## src/rtl/qspi_flash_responder.sv

```systemverilog
// QSPI flash responder: serves RDID (0xAB), WREN, WRSR and quad I/O fast read (0xEB)
// from a word-organised array that can be preloaded through a backdoor port.
module qspi_flash_responder #(
    parameter int         DEPTH  = 32,
    parameter logic [7:0] DEV_ID = 8'h15
) (
    input  logic                     clk,
    input  logic                     rst,
    input  logic                     cs_n,
    input  logic [3:0]               dq_i,
    output logic [3:0]               dq_o,
    output logic [3:0]               dq_oe,
    output logic [15:0]              status,
    output logic                     wel,
    output logic                     busy,
    output logic                     cmd_err,
    input  logic                     load_en,
    input  logic [$clog2(DEPTH)-1:0] load_addr,
    input  logic [31:0]              load_data
);

    localparam int AW = $clog2(DEPTH);
    // Shift path is just wide enough for a 16-bit WRSR word or the address bits that index the array.
    localparam int NW = (AW + 10 > 16) ? AW + 10 : 16;
    localparam int SW = NW - 4;

    typedef enum logic [3:0] {
        IDLE, CMD, RDID_DMY, RDID_OUT, WRSR_DAT, ADDR, DMY, READ, HOLD
    } state_t;

    state_t          state, state_d;
    logic [4:0]      cnt, cnt_d;
    logic [SW-1:0]   shreg, shreg_d;
    logic [AW-1:0]   word_idx, word_idx_d;
    logic [3:0]      dq_o_d, dq_oe_d;
    logic [15:0]     status_d;
    logic            wel_d, cmd_err_d;

    logic [31:0]     mem [DEPTH];
    logic [SW-1:0]   ser_in;
    logic [NW-1:0]   quad_in;
    logic [7:0]      opcode;
    logic [AW-1:0]   next_idx;
    logic [31:0]     cur_word, next_word, word_sh;
    logic [7:0]      id_sh;

    assign ser_in    = {shreg[SW-2:0], dq_i[0]};
    assign quad_in   = {shreg, dq_i};
    assign opcode    = ser_in[7:0];
    assign next_idx  = word_idx + 1'b1;
    assign cur_word  = mem[word_idx];
    assign next_word = mem[next_idx];
    assign word_sh   = cur_word << {cnt[2:0], 2'b00};
    assign id_sh     = DEV_ID << cnt[2:0];
    assign busy      = (state != IDLE);

    // NOTE: the array has no reset so it maps onto plain RAM and survives a mid-transaction reset.
    always_ff @(posedge clk) begin
        if (load_en && state == IDLE)
            mem[load_addr] <= load_data;
    end

    // NOTE: sequential state uses non-blocking assignments so every register samples pre-edge values.
    always_ff @(posedge clk or negedge rst) begin
        if (!rst) begin
            state    <= IDLE;
            cnt      <= '0;
            shreg    <= '0;
            word_idx <= '0;
            dq_o     <= '0;
            dq_oe    <= '0;
            status   <= '0;
            wel      <= 1'b0;
            cmd_err  <= 1'b0;
        end else begin
            state    <= state_d;
            cnt      <= cnt_d;
            shreg    <= shreg_d;
            word_idx <= word_idx_d;
            dq_o     <= dq_o_d;
            dq_oe    <= dq_oe_d;
            status   <= status_d;
            wel      <= wel_d;
            cmd_err  <= cmd_err_d;
        end
    end

    // NOTE: every combinational output gets a default first, so no path can infer a latch.
    always_comb begin
        state_d = state;
        cnt_d   = cnt;
        if (cs_n) begin
            state_d = IDLE;
            cnt_d   = '0;
        end else begin
            case (state)
                IDLE: begin
                    state_d = CMD;
                    cnt_d   = 5'd1;
                end
                CMD: begin
                    if (cnt == 5'd7) begin
                        cnt_d = '0;
                        case (opcode)
                            8'hAB:   state_d = RDID_DMY;
                            8'h01:   state_d = WRSR_DAT;
                            8'hEB:   state_d = ADDR;
                            default: state_d = HOLD;
                        endcase
                    end else begin
                        cnt_d = cnt + 5'd1;
                    end
                end
                RDID_DMY: begin
                    if (cnt == 5'd23) begin
                        state_d = RDID_OUT;
                        cnt_d   = 5'd1;
                    end else begin
                        cnt_d = cnt + 5'd1;
                    end
                end
                RDID_OUT: begin
                    if (cnt == 5'd8) begin
                        state_d = HOLD;
                        cnt_d   = '0;
                    end else begin
                        cnt_d = cnt + 5'd1;
                    end
                end
                WRSR_DAT: begin
                    if (cnt == 5'd3) begin
                        state_d = HOLD;
                        cnt_d   = '0;
                    end else begin
                        cnt_d = cnt + 5'd1;
                    end
                end
                ADDR: begin
                    if (cnt == 5'd7) begin
                        state_d = DMY;
                        cnt_d   = '0;
                    end else begin
                        cnt_d = cnt + 5'd1;
                    end
                end
                DMY: begin
                    if (cnt == 5'd3) begin
                        state_d = READ;
                        cnt_d   = 5'd1;
                    end else begin
                        cnt_d = cnt + 5'd1;
                    end
                end
                READ: begin
                    // cnt counts nibbles already driven from the current word.
                    cnt_d = (cnt == 5'd8) ? 5'd1 : cnt + 5'd1;
                end
                HOLD:    state_d = HOLD;
                default: state_d = IDLE;
            endcase
        end
    end

    always_comb begin
        dq_o_d     = dq_o;
        dq_oe_d    = dq_oe;
        status_d   = status;
        wel_d      = wel;
        cmd_err_d  = 1'b0;
        shreg_d    = shreg;
        word_idx_d = word_idx;
        if (cs_n) begin
            dq_o_d  = '0;
            dq_oe_d = '0;
        end else begin
            case (state)
                IDLE: shreg_d = ser_in;
                CMD: begin
                    shreg_d = ser_in;
                    if (cnt == 5'd7) begin
                        case (opcode)
                            8'h06:                   wel_d     = 1'b1;
                            8'hAB, 8'h01, 8'hEB:     cmd_err_d = 1'b0;
                            default:                 cmd_err_d = 1'b1;
                        endcase
                    end
                end
                RDID_DMY: begin
                    if (cnt == 5'd23) begin
                        dq_o_d  = {2'b00, DEV_ID[7], 1'b0};
                        dq_oe_d = 4'b0010;
                    end
                end
                RDID_OUT: begin
                    if (cnt == 5'd8) begin
                        dq_o_d  = '0;
                        dq_oe_d = '0;
                    end else begin
                        dq_o_d = {2'b00, id_sh[7], 1'b0};
                    end
                end
                WRSR_DAT: begin
                    shreg_d = quad_in[SW-1:0];
                    if (cnt == 5'd3) begin
                        if (wel)
                            status_d = quad_in[15:0];
                        wel_d = 1'b0;
                    end
                end
                ADDR: begin
                    shreg_d = quad_in[SW-1:0];
                    // Address sits above the 8 mode bits; its low 2 bits select a byte and are dropped.
                    if (cnt == 5'd7)
                        word_idx_d = quad_in[AW+9:10];
                end
                DMY: begin
                    if (cnt == 5'd3) begin
                        dq_o_d  = cur_word[31:28];
                        dq_oe_d = 4'hF;
                    end
                end
                READ: begin
                    if (cnt == 5'd8) begin
                        word_idx_d = next_idx;
                        dq_o_d     = next_word[31:28];
                    end else begin
                        dq_o_d = word_sh[31:28];
                    end
                end
                HOLD: begin
                    dq_o_d  = '0;
                    dq_oe_d = '0;
                end
                default: begin
                    dq_o_d  = '0;
                    dq_oe_d = '0;
                end
            endcase
        end
    end

endmodule

```

## config.mk

```make
export PLATFORM = sky130hd
export DESIGN_NAME = qspi_flash_responder
export DESIGN_NICKNAME = d
export VERILOG_FILES = /design/src/rtl/qspi_flash_responder.sv
export SDC_FILE = /design/constraint.sdc
export NUM_CORES = 1
export LEC_CHECK = 0
export CORE_UTILIZATION = 57
export DETAILED_ROUTE_END_ITERATION = 12
export DONT_BUFFER_PORTS = 1
export PLACE_DENSITY = 0.75
export SYNTH_ARGS = -nofsm -noshare
export SYNTH_HDL_FRONTEND = slang
export SYNTH_SLANG_ARGS = --single-unit
```

## constraint.sdc

```tcl
create_clock -name clk -period 3.3 [get_ports clk]
set_clock_uncertainty 0.1 [all_clocks]
set_input_delay 0.495 -clock clk [delete_from_list [all_inputs] [get_ports clk]]
set_output_delay 0.495 -clock clk [all_outputs]
set_load 0.02 [all_outputs]
```

### Word level (Yosys, flattened, before mapping)

Memory sizes are Yosys's and may differ from the RTL's.
Cells that the tools add are included.

* multiplexer cells: 42
* multiply operators: 0
* equal/unequal tests: 30
* shift operators: 2
* div/mod/pow operators: 0
* bitwise gates (word level): 1
* reduce and logical (&&, ||, !) cells: 20
* $add $sub $neg: 2
* $lt $le $gt $ge: 0

Operators with widths (count)
* 4-bit 2-to-1 mux: 15
* 5-bit 2-to-1 mux: 9
* 4-bit case mux with 9 select lines: 1
* 5-bit case mux with 7 select lines: 1
* 32-bit by 5-bit left shift with 32-bit output: 1
* 12-bit case mux with 2 select lines: 1
* 4-bit case mux with 5 select lines: 1
* 3-bit inequality test, second input constant: 6
* 4-bit by 3-bit equality test with 1-bit output, second input constant: 4
* 8-bit equality test, second input constant: 2
* 4-bit case mux with 4 select lines: 1
* 4-bit case mux with 3 select lines: 1
* 4-bit AND reduction: 3
* 5-bit by 1-bit adder with 5-bit output, second input constant: 2
* 2-bit inequality test, second input constant: 5
* 5-bit case mux with 2 select lines: 1
* 1-bit 2-to-1 mux: 9
* 4-bit by 2-bit equality test with 1-bit output, second input constant: 2
* 8-bit by 1-bit equality test with 1-bit output, second input constant: 1
* 8-bit by 3-bit equality test with 1-bit output, second input constant: 1
* 8-bit nonzero test: 1
* 4-bit OR reduction: 2
* 5-bit by 3-bit left shift with 8-bit output, first input constant: 1
* 7-bit AND reduction: 1
* other kinds (19): 25

* ROM bits: 0
* input bits: 45
* register bits after elaboration: 52
* memories: 1
* bits in latches: 0
* word-level logic and storage cells: 107
* RAM bits: 1024

Memory list
* mem: words 32, width 32, read ports 2, clocked after Yosys merged registers in 0, write ports 1, line 39 `logic [31:0] mem [DEPTH];`

### Depth between registers and ports, before layout

* word-level depth: 6
* gate-level depth with buffers: 12
* gate-level depth less buffers: 9

### Worst setup path before layout

OpenSTA, ideal clock, no wires.

* path type: register -> register
* from: register state[1]
* to: memory mem[12][0] (enable)
* clock period less this slack: 3488 ps
* path slack: -188 ps
* required time: 2779 ps
* buffers on the path: 2
* cell stages (with the launch flop): 7
* arrival: 2966 ps
* cells stage by stage: dfrtp_1 > clkbuf_1 > nor4_1 > nand2_1 > or3_1 > clkbuf_1 > nor2_1

* longest elaborated chain between the ends: 4

RTL lines
* from (decl): line 31 `state_t state, state_d;`
* from (signal assigned): line 76 `state <= state_d;`
* 4-bit logical NOT: line 59 `if (load_en && state == IDLE)`
* 1-bit logical AND: line 59
* 1-bit 2-to-1 mux: line 59
* 1-bit 2-to-1 mux (not written as such): line 60 `mem[load_addr] <= load_data;`
* to (decl): line 39

No other way between the ends.

### Worst setup path after layout

* from: register word_idx[1]
* to: register dq_o[0]

* longest elaborated chain between the ends: 5
* elaborated cells on any way between the ends: 7

RTL lines
* from (decl): line 34 `logic [AW-1:0] word_idx, word_idx_d;`
* from (signal assigned): line 79 `word_idx <= word_idx_d;`
* memory read 32 x 32 bit *
* 32-bit by 5-bit left shift with 32-bit output or memory read 32 x 32 bit (tied branches)
* 4-bit 2-to-1 mux: line 223 `if (cnt == 5'd8) begin`
* 4-bit case mux with 5 select lines *: line 176 `case (state)`
* 4-bit 2-to-1 mux *: line 172 `if (cs_n) begin`
* to (signal assigned): line 80 `dq_o <= dq_o_d;`
* to (decl): line 11 `output logic [3:0] dq_o,`

Mark *: on every way between the ends. The rest lies on a longest branch, timed or not. The select of a mux whose other input is x is not followed.
A chain may end at the register's enable or synchronous reset.

==> qor.yml <==
status: "complete, no violations"
critPathCaptureType: "flip-flop"
dieHeight_um: 277
drt.antenna.violating_nets: 0
firstDrtPassIters: 5
hpwl_um: 63700
min_path_type: "in -> reg"
stdcell_count: 3338
numPortBuffers: 0
slowest_delay_ns: 0.45
core-area_mm2: 0.0746
synthTopCellsByArea: "edfxtp_1, mux4_2, dfrtp_1, mux2i_1, a22oi_1"
rsz0062_at_grt: "no"
antenna_found_initial: 4
synthDistinctLibCells: 68
synth-edff-count: 1024
yosysMostFrequentCell: "edfxtp_1"
total_leakage_power_uw: 0.0158
max_slew_margin: 0.175
synth_seq_cells: 1074
path_common_cell: "a21oi_1"
path_max_fanout: 60
numCtsBuffers: 102
cts_sinks: 1074
start_util: 0.577
placed_cells: 3108
slew_viol_final: 0
drive_gt1_frac: 0.274
cts_max_level: 3
routed_wl_um: 113000
yosysTopAreaCell: "edfxtp_1"
crit_required_ns: 3.77
min_period_over_period: 0.951
post-cts-setup-buffer-count: 0
grt_max_degree: 61
yosys_warnings: 0
hold_viol: 0
synth.top_cell.area_share: 0.715
synthFlopType: "edfxtp_1"
grt-ovfl-total: 0
path_clk_slew_ns: 0.06
grt_pass1_wl_um: 163000
path_cells: "buf_12 > buf_12 > mux4_2 > a22oi_1 > a21oi_1 > a21oi_1 > nand4_1 > a21oi_1 > o31ai_1"
rows: 100
synth_area_mm2: 0.0430
peakVddDrop_v: 0.000418
final_nets: 2330
drv_cap: 0
critPathLaunchType: "flip-flop"
vias: 23300
gp_congestion: 0.893
area_growth_pct: 13.9
cts_buffer_depth: 3
drt_iter0_drc: 3862
max_freq_mhz: 319
cts_tree: "yes"
avgSynthCellArea_um2: 20.3
p_int_uw: 22500
sequentialPowerShare: 0.524
yosys-top-cells-count: "edfxtp_1, mux4_2, nor2_1"
synthCells: 2116
ios: 72
p_comb_frac: 0.084
ys_seq_area_frac: 0.744
power.switching_uw: 6760
drc: 0
sw_frac_of_total: 0.231
slowest_stage: "dfrtp_4"
wl_per_cell_um: 33.7
synth_nets: 2164
setup_viol: 0
tightest_slew_ns: 1.23
worstSetupPathType: "reg -> reg"
powerDensity_mw_per_mm2: 598
clkPwrFrac: 0.391
power_uw: 29300
clk-insertion-delay-late_ns: 0.68
cts-root-buf: "clkbuf_16"
r2r_slack_ns: 0.16
track_usage: 0.299
cp.arrival_ns: 3.61
final.setup.tns_ns: 0
die_w_um: 277
via_per_inst: 6.99
die-area_mm2: 0.0766
fin_crit_ns: 3.14
first_global_vias: 23500
async_flop_share: 0.0466
-- registers in the layout (all words and copies together), names as in the netlist --
signal	flops
cmd_err	1
cnt	5
dq_o	4
dq_oe	2
mem	1024
shreg	12
state	4
status	16
wel	1
word_idx	5
-- path summary, 6_finish.rpt --
kind | from | to | depth (start not counted)
max in group asynchronous | rst | word_idx[0]$_DFFE_PN0P_ | 2
worst max register to register | word_idx[1]$_DFFE_PN0P_ | dq_o[0]$_DFFE_PN0P_ | 9
worst min-delay path | load_data[27] | mem[10][27]$_DFFE_PP_ | 1
worst min register to register | shreg[11]$_DFFE_PN0P_ | status[15]$_DFFE_PN0P_ | 1
worst max-delay path | word_idx[1]$_DFFE_PN0P_ | dq_o[0]$_DFFE_PN0P_ | 9
min in group asynchronous | rst | wel$_DFFE_PN0P_ | 2
-- cell type report --
type,instances,area [µm²]
diodes,3,7.51
clock buffers,123,2680
clock inverters,65,562
fillers,4621,25500
inverters,10,37.5
multi-input cells,909,10600
flip-flops and latches,1074,32000
well taps,969,1210
repair buffers,185,1940
-- per-layer routing --
layer  GRT usage  wire length, µm  vias to the layer above
met5           0                0                        -
met3      0.0684            13900                      286
met1       0.410            40400                    12100
li1            -                -                     9227
met4       0.125             4560                        0
met2       0.468            53700                     1713
-- worst max-delay path, delay by kind of cell, from the launching register on --
family | cells | cell delay (ns)
flip-flops | 1 | 0.45
buffers and inverters | 2 | 0.63
AND/OR/NAND/NOR | 1 | 0.35
multiplexers | 1 | 0.37
AO/OA/AOI/OAI | 5 | 1.02
-- cell families (layout without fill, tap and decap cells) --
family / count (synthesis) / in the layout / share of synthesized area
buffers and inverters: 133 / 383 / 0.0170
xor gates and xnor gates: 3 / 3 / 0.000960
and+or+nand+nor: 292 / 292 / 0.0327
adders and majority gates: 3 / 3 / 0.000872
other: 0 / 3 / 0
muxes: 364 / 364 / 0.165
DFF: 1074 / 1074 / 0.744
AOI/OAI and AO/OA: 247 / 247 / 0.0393
-- power by group through the flow --
stage | registers (µW) | logic (µW) | clock network [µW]
after global routing | 15400 | 2580 | 12000
after global placement | 15600 | 2160 | 0
final | 15400 | 2460 | 11500
after detailed placement | 15600 | 2180 | 0
after floorplan | 15600 | 1410 | 0
after CTS | 15400 | 2430 | 11500
-- per-stage QoR --
| step | worst slack, ns | area, µm² | util | hold slack, ns |
|---|---|---|---|---|
| detailed placement | 0.158 | 45300 | 0.608 | 0.100 |
| finish | 0.163 | 49000 | 0.657 | 0.0224 |
| CTS | 0.134 | 49000 | 0.657 | 0.0109 |
| floorplan | -0.188 | 43000 | - | 0.0994 |
| global route | 0.0140 | 49000 | 0.657 | 0.0335 |
| global placement | 0.189 | 45300 | 0.608 | 0.100 |
-- repair_timing --
action / CTS / global route
hold buffers: 39 / 0
gates resized for setup: 0 / 2
setup endpoints to repair: 0 / 2
endpoints found under the hold margin: 1093 / 0
-- cells in the final DEF (no fill, tap or decap), types with 19 or more instances in the layout --
cell type and instances:
clkinv_1 28, buf_4 113, nor2_1 59, clkbuf_16 104, a22oi_1 56, mux2_2 24, buf_12 34, o22ai_1 29
nor2_4 33, dlygate4sd3_1 36, mux4_2 272, nand3_1 19, a21oi_1 47, nand2_1 80, dfrtp_1 46, mux2i_1 60
edfxtp_1 1024, o21ai_0 22, clkinv_2 22
Power figures use the tool's default switching activity.
